**src/rtl/frame_min_max_stats.sv**
```systemverilog
// rtl/frame_min_max_stats.sv - per-frame running min/max of qualified pixels, published at fval fall
module frame_min_max_stats #(
    parameter int DATA_WIDTH = 13,
    parameter int CNT_WIDTH  = 12,
    parameter int H_SKIP     = 0,
    parameter int V_SKIP     = 0
) (
    input  logic                  clk,
    input  logic                  rst,
    input  logic                  stats_en,
    input  logic                  lval_in,
    input  logic                  fval_in,
    input  logic [DATA_WIDTH-1:0] data,
    output logic [DATA_WIDTH-1:0] data_out,
    output logic                  lval_out,
    output logic                  fval_out,
    output logic [DATA_WIDTH-1:0] min_val,
    output logic [DATA_WIDTH-1:0] max_val,
    output logic                  stats_valid,
    output logic                  stats_empty
);

    localparam logic [CNT_WIDTH-1:0] CNT_MAX = '1;
    localparam logic [CNT_WIDTH-1:0] H_SKIP_C = CNT_WIDTH'(H_SKIP);
    localparam logic [CNT_WIDTH-1:0] V_SKIP_C = CNT_WIDTH'(V_SKIP);

    logic                  fval_q, lval_q;
    logic                  armed_q, armed_d;
    logic                  any_q, any_d;
    logic [DATA_WIDTH-1:0] acc_min_q, acc_min_d;
    logic [DATA_WIDTH-1:0] acc_max_q, acc_max_d;
    logic [CNT_WIDTH-1:0]  pix_cnt_q, pix_cnt_d;
    logic [CNT_WIDTH-1:0]  line_cnt_q, line_cnt_d;
    logic [DATA_WIDTH-1:0] min_val_d, max_val_d;
    logic                  stats_valid_d, stats_empty_d;
    logic [DATA_WIDTH-1:0] data_p_q;
    logic                  lval_p_q, fval_p_q;

    logic                  fval_rise, fval_fall, lval_rise, lval_fall;
    logic                  armed_eff, any_base, qual, h_ok, v_ok;
    logic [CNT_WIDTH-1:0]  pix_idx, line_idx;
    logic [DATA_WIDTH-1:0] acc_min_base, acc_max_base;

    assign fval_rise = fval_in & ~fval_q;
    assign fval_fall = ~fval_in & fval_q;
    assign lval_rise = lval_in & ~lval_q;
    assign lval_fall = ~lval_in & lval_q;

    // A rise re-initialises state in the same cycle, so a pixel arriving with the rise
    // is already judged against the new frame's arm/counters/accumulators.
    assign armed_eff    = fval_rise ? stats_en : armed_q;
    assign pix_idx      = lval_rise ? '0 : pix_cnt_q;
    assign line_idx     = fval_rise ? '0 : line_cnt_q;
    assign acc_min_base = fval_rise ? '1 : acc_min_q;
    assign acc_max_base = fval_rise ? '0 : acc_max_q;
    assign any_base     = fval_rise ? 1'b0 : any_q;

    generate
        if (H_SKIP == 0) begin : g_h_all
            assign h_ok = 1'b1;
        end else begin : g_h_skip
            assign h_ok = (pix_idx >= H_SKIP_C);
        end
        if (V_SKIP == 0) begin : g_v_all
            assign v_ok = 1'b1;
        end else begin : g_v_skip
            assign v_ok = (line_idx >= V_SKIP_C);
        end
    endgenerate

    assign qual = fval_in & lval_in & armed_eff & h_ok & v_ok;

    always_comb begin
        armed_d       = armed_eff;
        any_d         = any_base | qual;
        acc_min_d     = acc_min_base;
        acc_max_d     = acc_max_base;
        pix_cnt_d     = pix_cnt_q;
        line_cnt_d    = line_idx;
        min_val_d     = min_val;
        max_val_d     = max_val;
        stats_valid_d = 1'b0;
        stats_empty_d = stats_empty;

        if (qual && (data < acc_min_base)) acc_min_d = data;
        if (qual && (data > acc_max_base)) acc_max_d = data;

        if (lval_in) pix_cnt_d = (pix_idx == CNT_MAX) ? CNT_MAX : pix_idx + CNT_WIDTH'(1);
        if (lval_fall && fval_in && (line_idx != CNT_MAX)) line_cnt_d = line_idx + CNT_WIDTH'(1);

        if (fval_fall && armed_q) begin
            stats_valid_d = 1'b1;
            stats_empty_d = ~any_q;
            if (any_q) begin
                min_val_d = acc_min_q;
                max_val_d = acc_max_q;
            end
        end
    end

    always_ff @(posedge clk) begin
        if (rst) begin
            // fval history resets high so a frame already in flight is not mistaken for a new one
            fval_q      <= 1'b1;
            lval_q      <= 1'b0;
            armed_q     <= 1'b0;
            any_q       <= 1'b0;
            acc_min_q   <= '1;
            acc_max_q   <= '0;
            pix_cnt_q   <= '0;
            line_cnt_q  <= '0;
            min_val     <= '0;
            max_val     <= '1;
            stats_valid <= 1'b0;
            stats_empty <= 1'b0;
            data_p_q    <= '0;
            lval_p_q    <= 1'b0;
            fval_p_q    <= 1'b0;
            data_out    <= '0;
            lval_out    <= 1'b0;
            fval_out    <= 1'b0;
        end else begin
            fval_q      <= fval_in;
            lval_q      <= lval_in;
            armed_q     <= armed_d;
            any_q       <= any_d;
            acc_min_q   <= acc_min_d;
            acc_max_q   <= acc_max_d;
            pix_cnt_q   <= pix_cnt_d;
            line_cnt_q  <= line_cnt_d;
            min_val     <= min_val_d;
            max_val     <= max_val_d;
            stats_valid <= stats_valid_d;
            stats_empty <= stats_empty_d;
            data_p_q    <= data;
            lval_p_q    <= lval_in;
            fval_p_q    <= fval_in;
            data_out    <= data_p_q;
            lval_out    <= lval_p_q;
            fval_out    <= fval_p_q;
        end
    end

endmodule

```
**config.mk**
```make
export PLATFORM = sky130hd
export DESIGN_NAME = frame_min_max_stats
export DESIGN_NICKNAME = d
export VERILOG_FILES = /design/src/rtl/frame_min_max_stats.sv
export SDC_FILE = /design/constraint.sdc
export NUM_CORES = 1
export LEC_CHECK = 0
export ABC_AREA = 1
export BUFFER_PORTS_ARGS = -buffer_cell sky130_fd_sc_hd__buf_4
export CORE_ASPECT_RATIO = 1.4
export CORE_MARGIN = 2
export CORE_UTILIZATION = 50
export CTS_CLUSTER_DIAMETER = 150
export DETAILED_ROUTE_END_ITERATION = 16
export GPL_TIMING_DRIVEN = 0
export PLACE_DENSITY = 0.83
export SYNTH_ARGS = -nofsm -noshare
export SYNTH_HDL_FRONTEND = slang
export SYNTH_SLANG_ARGS = --single-unit
```
**constraint.sdc**
```tcl
create_clock -name clk -period 2.5 [get_ports clk]
set_clock_uncertainty 0.05 [all_clocks]
set_input_delay 0 -clock clk [delete_from_list [all_inputs] [get_ports clk]]
set_output_delay 0 -clock clk [all_outputs]
set_load 0.02 [all_outputs]
```
### After elaboration in Yosys (flattened, before gate mapping)

Cells that the tools add are included.

| storage, ports and cells | value |
|---|---|
| bits in registers | 87 |
| input port bits | 18 |
| output and inout bits | 43 |
| logic and storage cells | 36 |

| operators by class | value |
|---|---|
| order comparisons | 2 |
| multiplexer cells | 7 |
| bitwise gates (word level) | 8 |
| reductions and logical operators | 4 |

Operators by type and width:

| kind | number |
|---|---|
| $mux 13 | 4 |
| $gt 13x13->1 | 1 |
| $lt 13x13->1 | 1 |
| $and 1x1->1 | 4 |
| $logic_and 1x1->1 | 3 |
| $mux 1 | 3 |
| $not 1->1 | 3 |
| $reduce_and 2->1 | 1 |
| $or 1x1->1 | 1 |

### Logic depth before layout (Yosys ltp)

Gate-level depths: netlist of the first run.

| logic depth | value |
|---|---|
| depth in word-level cells | 6 |
| gate-level depth with buffers | 15 |
| depth with buffers taken out | 13 |

### Least setup slack after synthesis of the first run

OpenSTA, ideal clock, no wires.

| path | value |
|---|---|
| path type | register to register |
| from | reg fval_q |
| to | reg acc_max_q[10] |
| library setup time | 0.115 ns |
| arrival | 1.948 ns |
| required time | 2.335 ns |
| setup slack | 0.387 ns |
| stages on the path, launching flop included | 16 |
| buffers on the path | 2 |
| period minus slack after synthesis | 2.113 ns |
| cell sequence | dfxtp_1 > inv_1 > nand2_2 > buf_2 > nand2_1 > ha_1 > nand2_1 > nor2_1 > nand2_1 > inv_1 > nand2_1 > nand2_1 > buf_2 > nand3_1 > nand2_1 > nor2_1 |

| between the ends | value |
|---|---|
| word-level cells in the longest chain between the ends | 6 |
| elaborated cells between the ends (all ways) | 8 |
| those cells by class | 1 x order compare; 3 x mux; 3 x bitwise; 1 x reduce/logical |

Ends and longest elaborated chain:

| element | RTL line | RTL |
|---|---|---|
| start: declaration | 27 | `logic fval_q, lval_q;` |
| start signal: assignment | 123 | `fval_q <= fval_in;` |
| $not 1->1 * | 44 | `assign fval_rise = fval_in & ~fval_q;` |
| $and 1x1->1 * | 44 |  |
| $mux 13 / $mux 1 (equally long branches) | 55, 51 |  |
| $gt 13x13->1 / $and 1x1->1 (equally long branches) | 86, 71 |  |
| $logic_and 1x1->1 | 86 | `if (qual && (data > acc_max_base)) acc_max_d = data;` |
| $mux 13 * | 86 |  |
| end signal: assignment | 128 | `acc_max_q <= acc_max_d;` |
| end: declaration | 31 | `logic [DATA_WIDTH-1:0] acc_max_q, acc_max_d;` |

Every way passes the cells marked *; elsewhere a longest branch is shown, timed or not.
A chain may end at the register's enable or synchronous reset.

### Worst setup path in the final report of the first run

| path | value |
|---|---|
| from | reg fval_q |
| to | reg acc_min_q[4] |

| between the ends | value |
|---|---|
| word-level cells in the longest chain between the ends | 6 |
| elaborated cells between the ends (all ways) | 8 |
| those cells by class | 1 x order compare; 3 x mux; 3 x bitwise; 1 x reduce/logical |

Ends and longest elaborated chain:

| element | RTL line | RTL |
|---|---|---|
| $not 1->1 * | 44 |  |
| $and 1x1->1 * | 44 |  |
| $mux 13 / $mux 1 (equally long branches) | 54, 51 |  |
| $lt 13x13->1 / $and 1x1->1 (equally long branches) | 85, 71 |  |
| $logic_and 1x1->1 | 85 | `if (qual && (data < acc_min_base)) acc_min_d = data;` |
| $mux 13 * | 85 |  |
| end signal: assignment | 127 | `acc_min_q <= acc_min_d;` |
| end: declaration | 30 | `logic [DATA_WIDTH-1:0] acc_min_q, acc_min_d;` |

Marks and branches as above.

==> flow_metrics.env, run 1 <==
export IMPL_ir_drop_mv=0.2477
export IMPL_dp_hpwl_mm=6.663
export IMPL_worst_setup_path_end_kind="register"
export IMPL_fin_crit_sh=0.9554
export IMPL_seq_area_frac_synth=0.4626
export IMPL_synthCells=509
export IMPL_die_h_um=106.7
export IMPL_max_stage_delay_ps=350
export IMPL_wl_per_cell_um=12.67
export IMPL_via_per_inst=4.890
export IMPL_grt_usage=0.2217
export IMPL_critPathKind="reg -> reg"
export IMPL_fin_nets=639
export IMPL_syn_num_nets=552
export IMPL_die_area_sq_mm=0.008249
export IMPL_dr_pass1_iters=5
export IMPL_syn_cell_area_sq_mm=0.003765
export IMPL_cp_slowest_cell="dfxtp_1"
export IMPL_drt_iter0_drc=203
export IMPL_worst_slew_pin_slew_ps=509.4
export IMPL_cp_num_buf_inv=3
export IMPL_clockRootBuffer="clkbuf_8"
export IMPL_htree_levels=3
export IMPL_cts_buffer_depth=2
export IMPL_grt_busiest_layer="met2"
export IMPL_critPathLaunchType="register"
export IMPL_place_ws_ps=-2.817
export IMPL_cts_tree="yes"
export IMPL_synth_cell_type_count=24
export IMPL_leakagePower_nw=2.384
export IMPL_clkTransAtPathRegs_ps=80
export IMPL_grtUsageMet1=0.2532
export IMPL_setup_viol=0
export IMPL_drcViolationCount=0
export IMPL_grt_pass1_wl_mm=14.53
export IMPL_n_antenna_cell=0
export IMPL_period_needed_ps=2388
export IMPL_clk_latency_ps=350
export IMPL_antenna_found_initial=0
export IMPL_rows=37
export IMPL_io_pin_count=61
export IMPL_numCtsBuffers=9
export IMPL_worstPathRequired_ps=2670
export IMPL_die_w_um=77.34
export IMPL_max_slew_margin=0.6604
export IMPL_fin_hold_ws_ps=37.99
export IMPL_crit_path_max_fanout=10
export IMPL_cts_setup_buffers=0
export IMPL_rsz0062_at_grt="no"
export IMPL_drive_gt1_frac=0.1600
export IMPL_core_area_sq_mm=0.007315
export IMPL_wl_mm=8.829
export IMPL_final_max_slew_viol_count=0
export IMPL_power_density_mw_per_mm2=550.8
export IMPL_via_count=3408
export IMPL_area_growth_pct=24.69
export IMPL_grt_pass1_vias=3156
export IMPL_path_cells="nor2_4, clkbuf_4, nor2_1, ha_1, nand2_1, inv_1, nand3_1, nor3_1, nand2_1, buf_2, nand4_1, nand3_1"
export IMPL_grt_max_degree=16
export IMPL_clock_sinks=87
export IMPL_use_met3=0.03956
export IMPL_routabilityCongestion=0.8928
export IMPL_outcome="finished clean"
export IMPL_fmax_mhz=418.7
export IMPL_timing_final_ws_setup_ps=111.6
export IMPL_cap_violations=0
export IMPL_initial_core_util=0.5147
export IMPL_grt_overflow=0
export IMPL_p_total_mw=2.586
export IMPL_path_delay_family="simple AND/OR/NAND/NOR gates"
export IMPL_synth_warnings=0
export IMPL_grt_util_met2=0.3839
export IMPL_avgSynthCellArea_sq_um=7.397
export IMPL_crit_arrival_ps=2560
export IMPL_hp_class="in -> reg"
export IMPL_io_buffer_count=59
export IMPL_synth_seq_cells=87
export IMPL_ant_nets=0
export IMPL_final_hold_violation_count=0
## repair_timing
action,CTS,global route
hold buffers,18,0
resized for setup,0,8
hold endpoints to repair,35,0
pin swaps,0,0
endpoints found under the setup margin,5,26
## tightest hold or removal path, delay by kind of cell
kind | cells | cell delay, ps
and+or+nand+nor | 2 | 110
AOI/OAI and AO/OA | 1 | 150
buffers and inverters | 1 | 130
## worst paths after layout
| kind | start | to | slack [ps] | cells after the start |
|---|---|---|---|---|
| max | fval_q | acc_min_q[4] | 110 | 12 |
| min | fval_in | stats_empty | 40 | 4 |
| max reg2reg | fval_q | acc_min_q[4] | 110 | 12 |
| min reg2reg | data_p_q[9] | data_out[9] | 350 | 2 |
## flip-flops by register name (all words and copies together), names as in the netlist
register	cells
data_p_q	13
stats_empty	1
lval_p_q	1
acc_min_q	13
min_val	13
armed_q	1
data_out	13
lval_out	1
acc_max_q	13
fval_p_q	1
any_q	1
stats_valid	1
fval_out	1
fval_q	1
max_val	13
## layer usage
metal  up-vias  share of wire
li1       1751              -
met1      1519           0.41
met2       110           0.52
met3        28          0.045
met4         0          0.028
met5         -              0
## synth_stat cells (all sizes together)
cell type,count,area share
ha,25,0.083
nand2,135,0.14
o211ai,1,0.0020
clkbuf,9,0.0090
a21o,1,0.0020
dfxtp,87,0.46
buf,14,0.024
inv,75,0.075
nand3,41,0.056
nor2,67,0.071
a21oi,35,0.047
nor3,2,0.0040
nor4,1,0.0017
nand4,14,0.025
o21ai,2,0.0027
## layout make-up
cell class / count / area [sq um]
Fill cell: 652 / 2620
Sequential cell: 87 / 1742
Multi-Input combinational cell: 324 / 1638
Timing Repair Buffer: 77 / 623.1
Inverter: 75 / 281.5
Clock buffer: 11 / 141.4
Buffer: 22 / 125.1
Tap cell: 97 / 121.4
Clock inverter: 4 / 22.52
## cells by family after synthesis
| kind of cell | Yosys count | synth area share |
|---|---|---|
| DFF | 87 | 0.4626 |
| AOI/OAI and AO/OA | 39 | 0.05318 |
| buffers and inverters | 98 | 0.1073 |
| and+or+nand+nor | 260 | 0.2938 |
| adders and majority gates | 25 | 0.08308 |
## placed cells by master (no fill, tap or decap)
cell type / Yosys / layout
nand2_1: 132 / 131
dfxtp_1: 87 / 87
inv_1: 73 / 73
nor2_1: 65 / 65
buf_4: 1 / 61
nand3_1: 40 / 40
a21oi_1: 35 / 34
ha_1: 25 / 25
dlygate4sd3_1: 0 / 18
nand4_1: 13 / 13
clkbuf_1: 9 / 10
clkbuf_8: 0 / 10
buf_2: 8 / 4
nand2_2: 3 / 3
buf_6: 3 / 3
clkinv_2: 0 / 3
nor2_4: 2 / 2
clkbuf_4: 0 / 2
buf_1: 2 / 2
inv_2: 2 / 2
o21ai_0: 2 / 2
nand2_4: 0 / 1
nand4_2: 1 / 1
nor3_2: 1 / 1
o211ai_1: 1 / 1
nor3_1: 1 / 1
a21o_1: 1 / 1
a21oi_4: 0 / 1
nand3_2: 1 / 1
nor4_1: 1 / 1
clkinvlp_4: 0 / 1
## report_power, final
part | leakage, nW | total (mW) | switching [mW] | internal, mW
clock network | 0.0850 | 0.842 | 0.464 | 0.378
registers | 0.710 | 1.44 | 0.0148 | 1.43
logic | 1.59 | 0.304 | 0.183 | 0.121
## stage by stage
| stage | instances | cell area (sq um) | util | setup TNS, ps |
|---|---|---|---|---|
| after floorplan | 509 | 3765 | - | 0 |
| after global placement | 665 | 4329 | 0.5919 | 0 |
| after detailed placement | 665 | 4329 | 0.5919 | -2.817 |
| after CTS | 697 | 4668 | 0.6382 | 0 |
| after global routing | 697 | 4695 | 0.6418 | 0 |
| final | 697 | 4695 | 0.6418 | 0 |
Power figures use the tool's default switching activity.
==> inputs of run 2 (changes only) <==
--- a/config.mk
+++ b/config.mk
@@ -13,7 +13,7 @@
 export CTS_CLUSTER_DIAMETER = 150
 export DETAILED_ROUTE_END_ITERATION = 16
 export GPL_TIMING_DRIVEN = 0
-export PLACE_DENSITY = 0.83
+export PLACE_DENSITY = 0.72
 export SYNTH_ARGS = -nofsm -noshare
 export SYNTH_HDL_FRONTEND = slang
 export SYNTH_SLANG_ARGS = --single-unit
==> flow_metrics.env, run 2 (synthesized netlist as in run 1, its figures left out) <==
export IMPL_outcome="finished clean"
export IMPL_final_instance_count_excl_fill=696
export IMPL_clkTransAtPathRegs_ps=80
export IMPL_core_area_sq_mm=0.007315
export IMPL_swShare=0.2496
export IMPL_mostFrequentLayoutCell="nand2_1"
export IMPL_cts_buffer_depth=2
export IMPL_die_h_um=106.7
export IMPL_postPlaceCellArea_sq_mm=0.004329
export IMPL_clock_sinks=87
export IMPL_critPathLaunchType="input pin"
export IMPL_io_buffer_count=59
export IMPL_pwr_share_clk=0.364
export IMPL_htree_levels=3
export IMPL_reg2reg_from="fval_q"
export IMPL_grt_pass1_wl_mm=14.03
export IMPL_via_per_inst=4.853
export IMPL_fin_area_sq_mm=0.004713
export IMPL_fin_crit_sh=0.9426
export IMPL_power_frac_seq=0.526
export IMPL_clk_latency_ps=360
export IMPL_dp_hpwl_mm=6.571
export IMPL_cap_violations=0
export IMPL_hp_class="in -> reg"
export IMPL_crit_arrival_ps=2540
export IMPL_initial_core_util=0.5147
export IMPL_drt_iter0_drc=125
export IMPL_routabilityCongestion=0.8824
export IMPL_clockRootBuffer="clkbuf_8"
export IMPL_intPower_mw=2.054
export IMPL_pwr_share_comb=0.110
export IMPL_r2r_end="acc_min_q[6]"
export IMPL_postLayoutCoreUtil=0.6444
export IMPL_ant_nets=0
export IMPL_n_antenna_cell=0
export IMPL_io_pin_count=61
export IMPL_grt_overflow=0
export IMPL_cp_startpoint="fval_in"
export IMPL_worstPathRequired_ps=2680
export IMPL_power_density_mw_per_mm2=580.8
export IMPL_wl_mm=8.770
export IMPL_antenna_found_initial=0
export IMPL_die_w_um=77.34
export IMPL_period_needed_ps=2357
export IMPL_cts_tree="yes"
export IMPL_numCtsBuffers=9
export IMPL_drive_gt1_frac=0.1619
export IMPL_hold_start="rst"
export IMPL_final_max_slew_viol_count=0
export IMPL_r2r_worst_path_cells=13
export IMPL_dr_pass1_iters=5
export IMPL_grt_usage=0.2178
export IMPL_via_count=3378
export IMPL_reg2reg_setup_slack_ps=220
export IMPL_max_slew_margin=0.6293
export IMPL_area_growth_pct=25.19
export IMPL_fmax_mhz=424.3
export IMPL_ir_drop_mv=0.3148
export IMPL_rows=37
export IMPL_grt_pass1_vias=3059
export IMPL_leakagePower_nw=2.392
export IMPL_setup_viol=0
export IMPL_dpl_cell_count=665
export IMPL_power_switching_mw=0.6833
export IMPL_timing_critical_path_to="acc_min_q[6]"
export IMPL_die_area_sq_mm=0.008249
export IMPL_fin_hold_ws_ps=23.58
export IMPL_worst_slew_pin_slew_ps=556.0
export IMPL_worst_setup_path_end_kind="register"
export IMPL_fin_nets=638
export IMPL_wl_per_cell_um=12.60
export IMPL_tns_ps=0
export IMPL_grt_max_degree=16
export IMPL_final_hold_violation_count=0
export IMPL_layout_common_cells="131 x nand2_1, 87 x dfxtp_1, 73 x inv_1"
export IMPL_crit_path_max_fanout=10
export IMPL_drcViolationCount=0
export IMPL_critPathKind="in -> reg"
## run 2: cell count changes in the layout (fill, tap and decap cells not counted), sizes merged
| cell | delta |
|---|---|
| clkbuf | +1 |
| dlygate4sd3 | -2 |
| clkinv | -2 |
| buf | +1 |
| bufinv | +1 |
## run 2: repair_timing
action	4_1_cts	5_1_grt
setup buffers	0	1
pin swaps	0	1
hold endpoints to repair	39	0
hold buffers	16	0
resized for setup	1	5
endpoints found under the setup margin	20	23
gates cloned	0	0
## run 2: power by group through the flow
| stage | logic, mW | clock network (mW) | registers (mW) |
|---|---|---|---|
| after floorplan | 0.162 | 0 | 1.48 |
| after global placement | 0.268 | 0 | 1.47 |
| after detailed placement | 0.275 | 0 | 1.47 |
| after CTS | 0.297 | 1.01 | 1.44 |
| after global routing | 0.338 | 1.06 | 1.44 |
| final | 0.301 | 0.997 | 1.44 |
## run 2: worst min-delay path by stage
stage	to	slack (ps)	depth (start not counted)
floorplan	stats_valid	30	1
global placement	lval_p_q	170	3
detailed placement	lval_p_q	180	3
CTS	min_val[12]	20	2
global route	min_val[1]	90	2
finish	min_val[12]	20	2
## run 2: per-layer routing
layer | global-route usage | part of all wire | vias to the layer above
met2 | 0.3801 | 0.51 | 82
met3 | 0.05051 | 0.051 | 18
met4 | 0.1122 | 0.026 | 0
met1 | 0.2462 | 0.42 | 1521
met5 | 0 | 0 | -
li1 | - | - | 1757
## run 2: per-stage QoR
step                      power, mW  setup WS, ps
final                         2.738         143.5
after global routing          2.837        -7.023
after CTS                     2.750         48.09
after detailed placement      1.747        -20.33
after global placement        1.739        -13.27
after floorplan               1.647         387.4
## run 2: final cells by class
class                      count  area (sq um)
fill                         698          2601
sequential                    87          1742
multi-input combinational    324          1638
timing repair buffer          76         610.6
inverter                      75         281.5
clock buffer                  12         155.1
buffer                        22         122.6
tap                           97         121.4
clock inverter                 3         42.54
## run 2: critical path: stages
cell and delay (ps):
dlygate4sd3_1 530, buf_4 150, inv_1 110, nor2_4 180, clkbuf_4 250, nor2_1 70
ha_1 300, nand2_1 120, inv_1 50, nand2_1 60, nand2_1 80, a21oi_4 200
nand3_2 160, buf_6 170, nand2_1 60, nand3_1 60
